===== src/rtl/rr_enc_pkg.sv =====
// Shared types and helpers for the round-robin 8:3 encoder.
// Holds widths, the request/index types, the FSM state and bit-rotation helpers.
package rr_enc_pkg;

  localparam int unsigned N     = 8;
  localparam int unsigned IDX_W = 3;

  typedef logic [IDX_W-1:0] idx_t;
  typedef logic [N-1:0]     req_t;

  typedef enum logic {
    IDLE,
    GRANT
  } state_e;

  // Rotate right so that bit 'sh' of r lands at bit 0.
  function automatic req_t rotr(input req_t r, input idx_t sh);
    req_t rot;
    idx_t j;
    rot = '0;
    for (int i = 0; i < int'(N); i++) begin
      j      = idx_t'(i) + sh;
      rot[i] = r[j];
    end
    return rot;
  endfunction

  function automatic req_t onehot(input idx_t i);
    req_t g;
    g    = '0;
    g[i] = 1'b1;
    return g;
  endfunction

endpackage


===== src/rtl/rr_encoder8_3_pri.sv =====
// Fixed-priority 8:3 encoder: index of the lowest set input bit plus an any flag.
// Purely combinational.
module pri_encoder8_3
  import rr_enc_pkg::*;
(
  input  logic [N-1:0]     in_i,
  output logic [IDX_W-1:0] idx_o,
  output logic             any_o
);

  always_comb begin
    idx_o = '0;
    any_o = |in_i;
    // Walk downward so the lowest set bit is the final assignment.
    for (int i = int'(N) - 1; i >= 0; i--) begin
      if (in_i[i]) begin
        idx_o = idx_t'(i);
      end
    end
  end

endmodule


===== src/rtl/rr_encoder8_3.sv =====
// Round-robin 8:3 encoder with a registered, handshake-held grant.
// The search starts at ptr; an accepted requester drops to lowest priority.
module rr_encoder8_3
  import rr_enc_pkg::*;
(
  input  logic             clk,
  input  logic             reset,
  input  logic [N-1:0]     req,
  input  logic             ack,
  output logic             valid,
  output logic [IDX_W-1:0] idx,
  output logic [N-1:0]     grant
);

  state_e state_q, state_d;
  idx_t   ptr_q, ptr_d;
  idx_t   idx_q, idx_d;
  req_t   grant_q, grant_d;

  req_t   req_rot;
  idx_t   enc_idx;
  logic   enc_any;
  logic   accept;
  logic   load;

  assign accept  = (state_q == GRANT) && ack;
  // The pointer moves on acceptance, and the moved pointer steers the same-edge reload.
  assign ptr_d   = accept ? idx_q + idx_t'(1) : ptr_q;
  assign req_rot = rotr(req, ptr_d);

  pri_encoder8_3 u_pri (
    .in_i  (req_rot),
    .idx_o (enc_idx),
    .any_o (enc_any)
  );

  assign load = enc_any && ((state_q == IDLE) || accept);

  always_comb begin
    state_d = state_q;
    idx_d   = idx_q;
    grant_d = grant_q;
    if (load) begin
      state_d = GRANT;
      idx_d   = enc_idx + ptr_d;
      grant_d = onehot(enc_idx + ptr_d);
    end else if (accept) begin
      state_d = IDLE;
      idx_d   = '0;
      grant_d = '0;
    end
  end

  always_ff @(posedge clk or posedge reset) begin
    if (reset) begin
      state_q <= IDLE;
      ptr_q   <= '0;
      idx_q   <= '0;
      grant_q <= '0;
    end else begin
      state_q <= state_d;
      ptr_q   <= ptr_d;
      idx_q   <= idx_d;
      grant_q <= grant_d;
    end
  end

  assign valid = (state_q == GRANT);
  assign idx   = idx_q;
  assign grant = grant_q;

endmodule


===== config.mk =====
export PLATFORM = sky130hd
export DESIGN_NAME = rr_encoder8_3
export DESIGN_NICKNAME = d
export VERILOG_FILES = /design/src/rtl/rr_enc_pkg.sv /design/src/rtl/rr_encoder8_3_pri.sv /design/src/rtl/rr_encoder8_3.sv
export SDC_FILE = /design/constraint.sdc
export NUM_CORES = 1
export LEC_CHECK = 0
export BUFFER_PORTS_ARGS = -buffer_cell sky130_fd_sc_hd__buf_2
export CAP_MARGIN = 0
export CORE_ASPECT_RATIO = 1.25
export CORE_MARGIN = 2
export CORE_UTILIZATION = 61
export DETAILED_ROUTE_END_ITERATION = 10
export PLACE_DENSITY = 0.85
export SYNTH_ARGS = -nofsm -noshare
export SYNTH_HDL_FRONTEND = slang
export SYNTH_SLANG_ARGS = --single-unit

===== constraint.sdc =====
create_clock -name clk -period 9.8 [get_ports clk]
set_clock_uncertainty 0.1 [all_clocks]
set_input_delay 0.98 -clock clk [delete_from_list [all_inputs] [get_ports clk]]
set_output_delay 0.98 -clock clk [all_outputs]
set_load 0.03 [all_outputs]

# ---- After elaboration in Yosys (flattened, before gate mapping)
# Cells that the tools add are included.
dict set report classes {
  addsub 9
  magnitude_cmp 10
  muxes 33
  bitwise 1
  reduce_logical 6
}
# cell count
set ops {}
lappend ops {{< comparator 3 x 4 -> 1 bit, second input constant} 9}
lappend ops {{2-to-1 mux 3 bit} 11}
lappend ops {{binary-select mux 1 bit (select 3 bit)} 8}
lappend ops {{2-to-1 mux 8 bit} 2}
lappend ops {{adder 3 bit, first input constant} 4}
lappend ops {{2-to-1 mux 1 bit} 11}
lappend ops {{OR reduction 8 bit} 1}
lappend ops {{adder 2 x 3 -> 3 bit, first input constant} 2}
lappend ops {{adder 1 x 3 -> 3 bit, first input constant} 1}
lappend ops {{adder 3 x 1 -> 3 bit, second input constant} 1}
lappend ops {{adder 3 bit} 1}
lappend ops {{demux 1 bit (select 3 bit)} 1}
lappend ops {{>= comparator 3 x 1 -> 1 bit, second input constant} 1}
lappend ops {{logical AND 1 bit} 3}
lappend ops {{nonzero test 2 bit} 1}
lappend ops {{logical OR 1 bit} 1}
lappend ops {{inverter 1 bit} 1}
dict set report totals {
  regBits 15
  in_bits 11
  out_inout_bits 12
}

# ---- Logic depth before layout (Yosys ltp)
dict set report logic_depth {
  depth_word 19
  depth_mapped 15
}

# ---- By module
# From an unflattened synthesis, not the netlist that was laid out.
dict set report unflattened {
  hier_cells 106
  area_unflattened_um2 1173.6
}
# mod n_inst cells_per_inst area_each_um2 seq_area_each_um2
set modules_own_cells {}
lappend modules_own_cells {rr_encoder8_3 1 93 1092.3 375.4}
lappend modules_own_cells {pri_encoder8_3 1 13 81.3 0.0}

# ---- Least setup slack after synthesis
# Ideal clock, no wire load.
dict set report synth_timing {
  path_type {input -> register}
  start {in ack}
  end {reg grant_q[3], in the netlist grant[3]}
  t_arrival_ns 4.516
  setup_slack_ns 5.062
  stages 14
  n_path_buf 1
  path_cell_list {buf_6 > nand2_1 > a21oi_1 > inv_1 > ha_1 > mux4_2 > o32a_1 > nand2_1 > o21ai_1 > a2111oi_0 > fa_1 > inv_1 > nor3_1 > a32o_1}
}
dict set report synth_via {
  elab_chain_cells 19
  elab_cells_between_ends 44
}
# element line_no
set synth_rtl {}
lappend synth_rtl {{from (decl)} rr_encoder8_3.sv:9} ;# input logic ack,
lappend synth_rtl {{logical AND 1 bit *} rr_encoder8_3.sv:26} ;# assign accept = (state_q == GRANT) && ack;
lappend synth_rtl {{2-to-1 mux 3 bit} rr_encoder8_3.sv:28} ;# assign ptr_d = accept ? idx_q + idx_t'(1) : ptr_q;
lappend synth_rtl {{adder 3 bit} rr_enc_pkg.sv:22} ;# j = idx_t'(i) + sh;
lappend synth_rtl {{binary-select mux 1 bit (select 3 bit)} rr_enc_pkg.sv:23} ;# rot[i] = r[j];
lappend synth_rtl {{2-to-1 mux 1 bit (implied by the code)} rr_enc_pkg.sv:23}
lappend synth_rtl {{2-to-1 mux 3 bit (8 in a row)} rr_encoder8_3_pri.sv:16} ;# if (in_i[i]) begin
lappend synth_rtl {{adder 3 bit} rr_encoder8_3.sv:46} ;# grant_d = onehot(enc_idx + ptr_d);
lappend synth_rtl {{< comparator 3 x 4 -> 1 bit (implied by the code) or >= comparator 3 x 1 -> 1 bit (tied branches)} rr_enc_pkg.sv:31} ;# g[i] = 1'b1;
lappend synth_rtl {{logical AND 1 bit (implied by the code)} rr_enc_pkg.sv:31}
lappend synth_rtl {{2-to-1 mux 1 bit (implied by the code)} rr_enc_pkg.sv:31}
lappend synth_rtl {{demux 1 bit (select 3 bit)} rr_enc_pkg.sv:31}
lappend synth_rtl {{2-to-1 mux 8 bit} rr_encoder8_3.sv:43} ;# if (load) begin
lappend synth_rtl {{to (signal assigned)} rr_encoder8_3.sv:64} ;# grant_q <= grant_d;
lappend synth_rtl {{to (decl)} rr_encoder8_3.sv:18} ;# req_t grant_q, grant_d;
# Mark *: on every way between the ends. The rest lies on a longest branch, timed or not. The select of a mux whose other input is x is not followed.
# A chain may end at the register's enable or synchronous reset.

# ---- Worst setup path after layout
# Ends and elaborated chain as after synthesis.

==> summary.md <==
| Metric | Value |
|---|---|
| DP HPWL | 2.81 mm |
| Initial Utilization | 63.3% |
| Antenna-violating nets left | 0 |
| DRC violation count after routing | 0 |
| Routed wire per std cell | 17.0 um |
| Remaining Overflow, GRT | 0 |
| Top cell type's share of synthesized area | 24.9% |
| TritonCTS clock tree | built |
| Total negative setup slack | 0 ns |
| Synthesis-to-layout area growth | 8.56% |
| Count of clock tree sinks | 15 |
| Crit. End Element | flip-flop |
| Fin crit period | 5.18 ns |
| Buffer levels on the longest clock path | 2 |
| Total power per unit cell area | 427 nW/um^2 |
| Max-cap violations | 0 |
| Simple-gate portion of the synthesized area | 24.1% |
| Remaining max-slew budget at the tightest pin | 42.0% |
| Least-Margin Pin Slew | 0.846 ns |
| Boundary pin count | 23 |
| Max-slew violation count | 0 |
| Post-cts gate resize count | 0 |
| YS warnings | 0 |
| Max Fclk | 193 MHz |
| Area inside the core boundary | 2380 sq um |
| Yosys reg bits | 15 |
| Diode count | 0 |
| Count of unique library cells instantiated by Yosys | 56 |
| Setup repair after global routing missed its margin | no |
| Final #Nets | 189 |
| Overall die height | 59.5 um |
| First-pass GRT wire length | 5.98 mm |
| Largest net degree at the start of global routing | 16 |
| Final Hold Slack | 0.442 ns |
| Combinational family with the most area after synthesis | compound AO/OA/AOI/OAI gates |
| Setup repair bufs after CTS | 0 |
| Compound-Gate Fraction of Synth Area | 26.4% |
| Most used flip-flop cell after synthesis | dfrtp_1 |
| Aggregate routed wire length | 3.52 mm |
| Maximum vdd ir drop | 0.248 mV |
| Final hold vios | 0 |
| Drt first-iter violations | 56 |
| H-tree Lvls | 1 |
| Summed instance area of the synthesized netlist | 1510 sq um |
| EDFF count, synth | 0 |
| Max Fanout on Critical Path | 14 |
| # rows | 20 |
| Total iterations of the first detailed-routing run | 4 |
| CTS Root Buffer Type | clkbuf_4 |
| Vias per std cell | 6.61 |
| Post-synthesis cell count | 155 |
| Area share of xor/xnor cells in the synthesized design | 5.74% |
| Run status | finished clean |
| Static Leakage | 0.748 nW |
| Mux share of post-synthesis cell area | 10.8% |
| Final worst path period share | 52.9% |
| Via count of the first global-routing pass | 1342 |
| IO buf count | 22 |
| Endpoint arrival time on the critical path | 5.27 ns |
| Total GRT Usage | 26.7% |
| Fraction of final layout cells with drive strength greater than 1 | 25.9% |
| Synthesized netlist net count | 169 |
| Required time of the critical path | 9.89 ns |
| Clk Latency, worst-skew pair | 0.29 ns |
| Portion of the post-synthesis area used by sequential elements | 24.9% |
| Total die area | 2880 sq um |
| Path class of the lowest-slack min-delay path | reg -> reg |
| Fraction of the mapped netlist area in adder cells | 2.99% |
| Number of buffers inserted during clock tree synthesis | 3 |
| Utilization of the core after routing | 68.7% |
| Async SR Flop Fraction | 100% |
| Dominant cells by area after synthesis | dfrtp_1, mux4_2, and3_1 |
| Number of vias after detailed routing | 1368 |
| Total of endpoints with negative setup slack in the final report | 0 |
| Setup CP Type | in -> reg |
| Clock input transition at the sequential cells of the worst setup and hold paths | 0.09 ns |
| Mean area per synthesized cell | 9.71 sq um |
| Element type at the critical path start | input pin |
| Antenna violations before repair | 0 |
| Hold-fix buffer count after cts | 0 |
| Die Width | 48.4 um |
| Final weighted congestion in routability-driven placement | 0.943 |
| Most area-hungry cell type in the Yosys netlist | dfrtp_1 |
## cells in the final DEF (no fill, tap or decap), types with 2 or more instances in the layout
| master | n |
|---|---|
| o21ai_0 | 3 |
| a32o_1 | 4 |
| buf_2 | 22 |
| nor3_1 | 5 |
| mux4_2 | 4 |
| ha_1 | 2 |
| dfrtp_1 | 15 |
| a31o_1 | 2 |
| inv_2 | 2 |
| o2111ai_1 | 2 |
| and2_1 | 6 |
| o21ai_1 | 4 |
| a21oi_1 | 6 |
| mux2i_1 | 5 |
| nor4b_4 | 2 |
| and3_1 | 13 |
| nand2_1 | 7 |
| xor2_1 | 2 |
| nor2_1 | 4 |
| o211ai_2 | 2 |
| clkbuf_4 | 3 |
| xnor2_1 | 6 |
| o41ai_1 | 4 |
| nand3_1 | 11 |
| inv_1 | 3 |
| o211ai_1 | 6 |
## report_power, final
part / internal [mW] / switching, mW / total (mW)
Sequential: 0.0813 / 0.0132 / 0.0945
Clock: 0.0152 / 0.0209 / 0.0361
Combinational: 0.234 / 0.333 / 0.567
Total: 0.331 / 0.367 / 0.698
## critical path, stage by stage
cell and delay (ns):
buf_2 0.18, nand2_1 0.33, a21oi_1 0.63, inv_1 0.18, ha_1 0.36, mux4_2 0.53
o32a_1 0.34, nand2_1 0.08, o21ai_1 0.05, a2111oi_0 0.53, fa_1 0.56, inv_1 0.12
nor3_1 0.09, a32o_1 0.30
## stage by stage
stage	setup slack, ns	power (mW)	cells	area (sq um)
finish	4.62	0.698	207	1630
global placement	4.52	0.641	203	1610
global route	4.31	0.760	207	1630
floorplan	5.06	0.556	155	1510
CTS	4.67	0.691	207	1630
detailed placement	4.36	0.654	203	1610
## metal layers
metal  routed length [um]  GRT usage [%]
met1                 1460           29.8
met2                 1820           51.2
met3                  122           1.52
met4                  116           14.7
met5                    0              0
## kinds of logic (layout without fill, tap and decap cells)
logic type | after synthesis | after routing
mux | 11 | 11
simple gates | 57 | 57
xor+xnor | 9 | 9
fa+ha+maj | 3 | 3
buf+inv | 13 | 32
flops | 15 | 15
compound gates | 47 | 47
## sequential cells by signal, indices dropped and copies added (netlist names)
register / count
idx: 3
valid: 1
grant: 8
ptr_q: 3
## synth_stat cells, types with 2 or more instances
master / number
a21oi_1: 6
a31o_1: 2
a32o_1: 4
and2_1: 6
and3_1: 13
buf_6: 3
clkbuf_1: 2
dfrtp_1: 15
ha_1: 2
inv_1: 3
inv_2: 2
mux2i_1: 5
mux4_2: 4
nand2_1: 7
nand3_1: 11
nor2_1: 4
nor3_1: 5
nor4b_4: 2
o2111ai_1: 2
o211ai_1: 6
o211ai_2: 2
o21ai_0: 3
o21ai_1: 4
o41ai_1: 4
xnor2_1: 6
xor2_1: 2
## area by class of cell
cell class                      instances  area, sq um
Sequential cell                        15          375
Multi-Input combinational cell        127         1050
Tap cell                               33         41.3
Timing Repair Buffer                   22          110
Clock inverter                          1         5.00
Fill cell                             197          743
Clock buffer                            3         22.5
Inverter                                6         25.0
## final timing paths
check	start	endpoint	slack, ns	cells past startpoint
max	ack	grant[3]$_DFFE_PP0P_	4.62	14
min	grant[6]$_DFFE_PP0P_	grant[6]$_DFFE_PP0P_	0.44	2
max reg2reg	valid$_DFFE_PP0P_	grant[3]$_DFFE_PP0P_	4.91	13
min reg2reg	grant[6]$_DFFE_PP0P_	grant[6]$_DFFE_PP0P_	0.44	2
max in group asynchronous	reset	grant[2]$_DFFE_PP0P_	8.61	2
min in group asynchronous	reset	ptr_q[1]$_DFF_PP0_	0.63	2
Power figures use the tool's default switching activity.
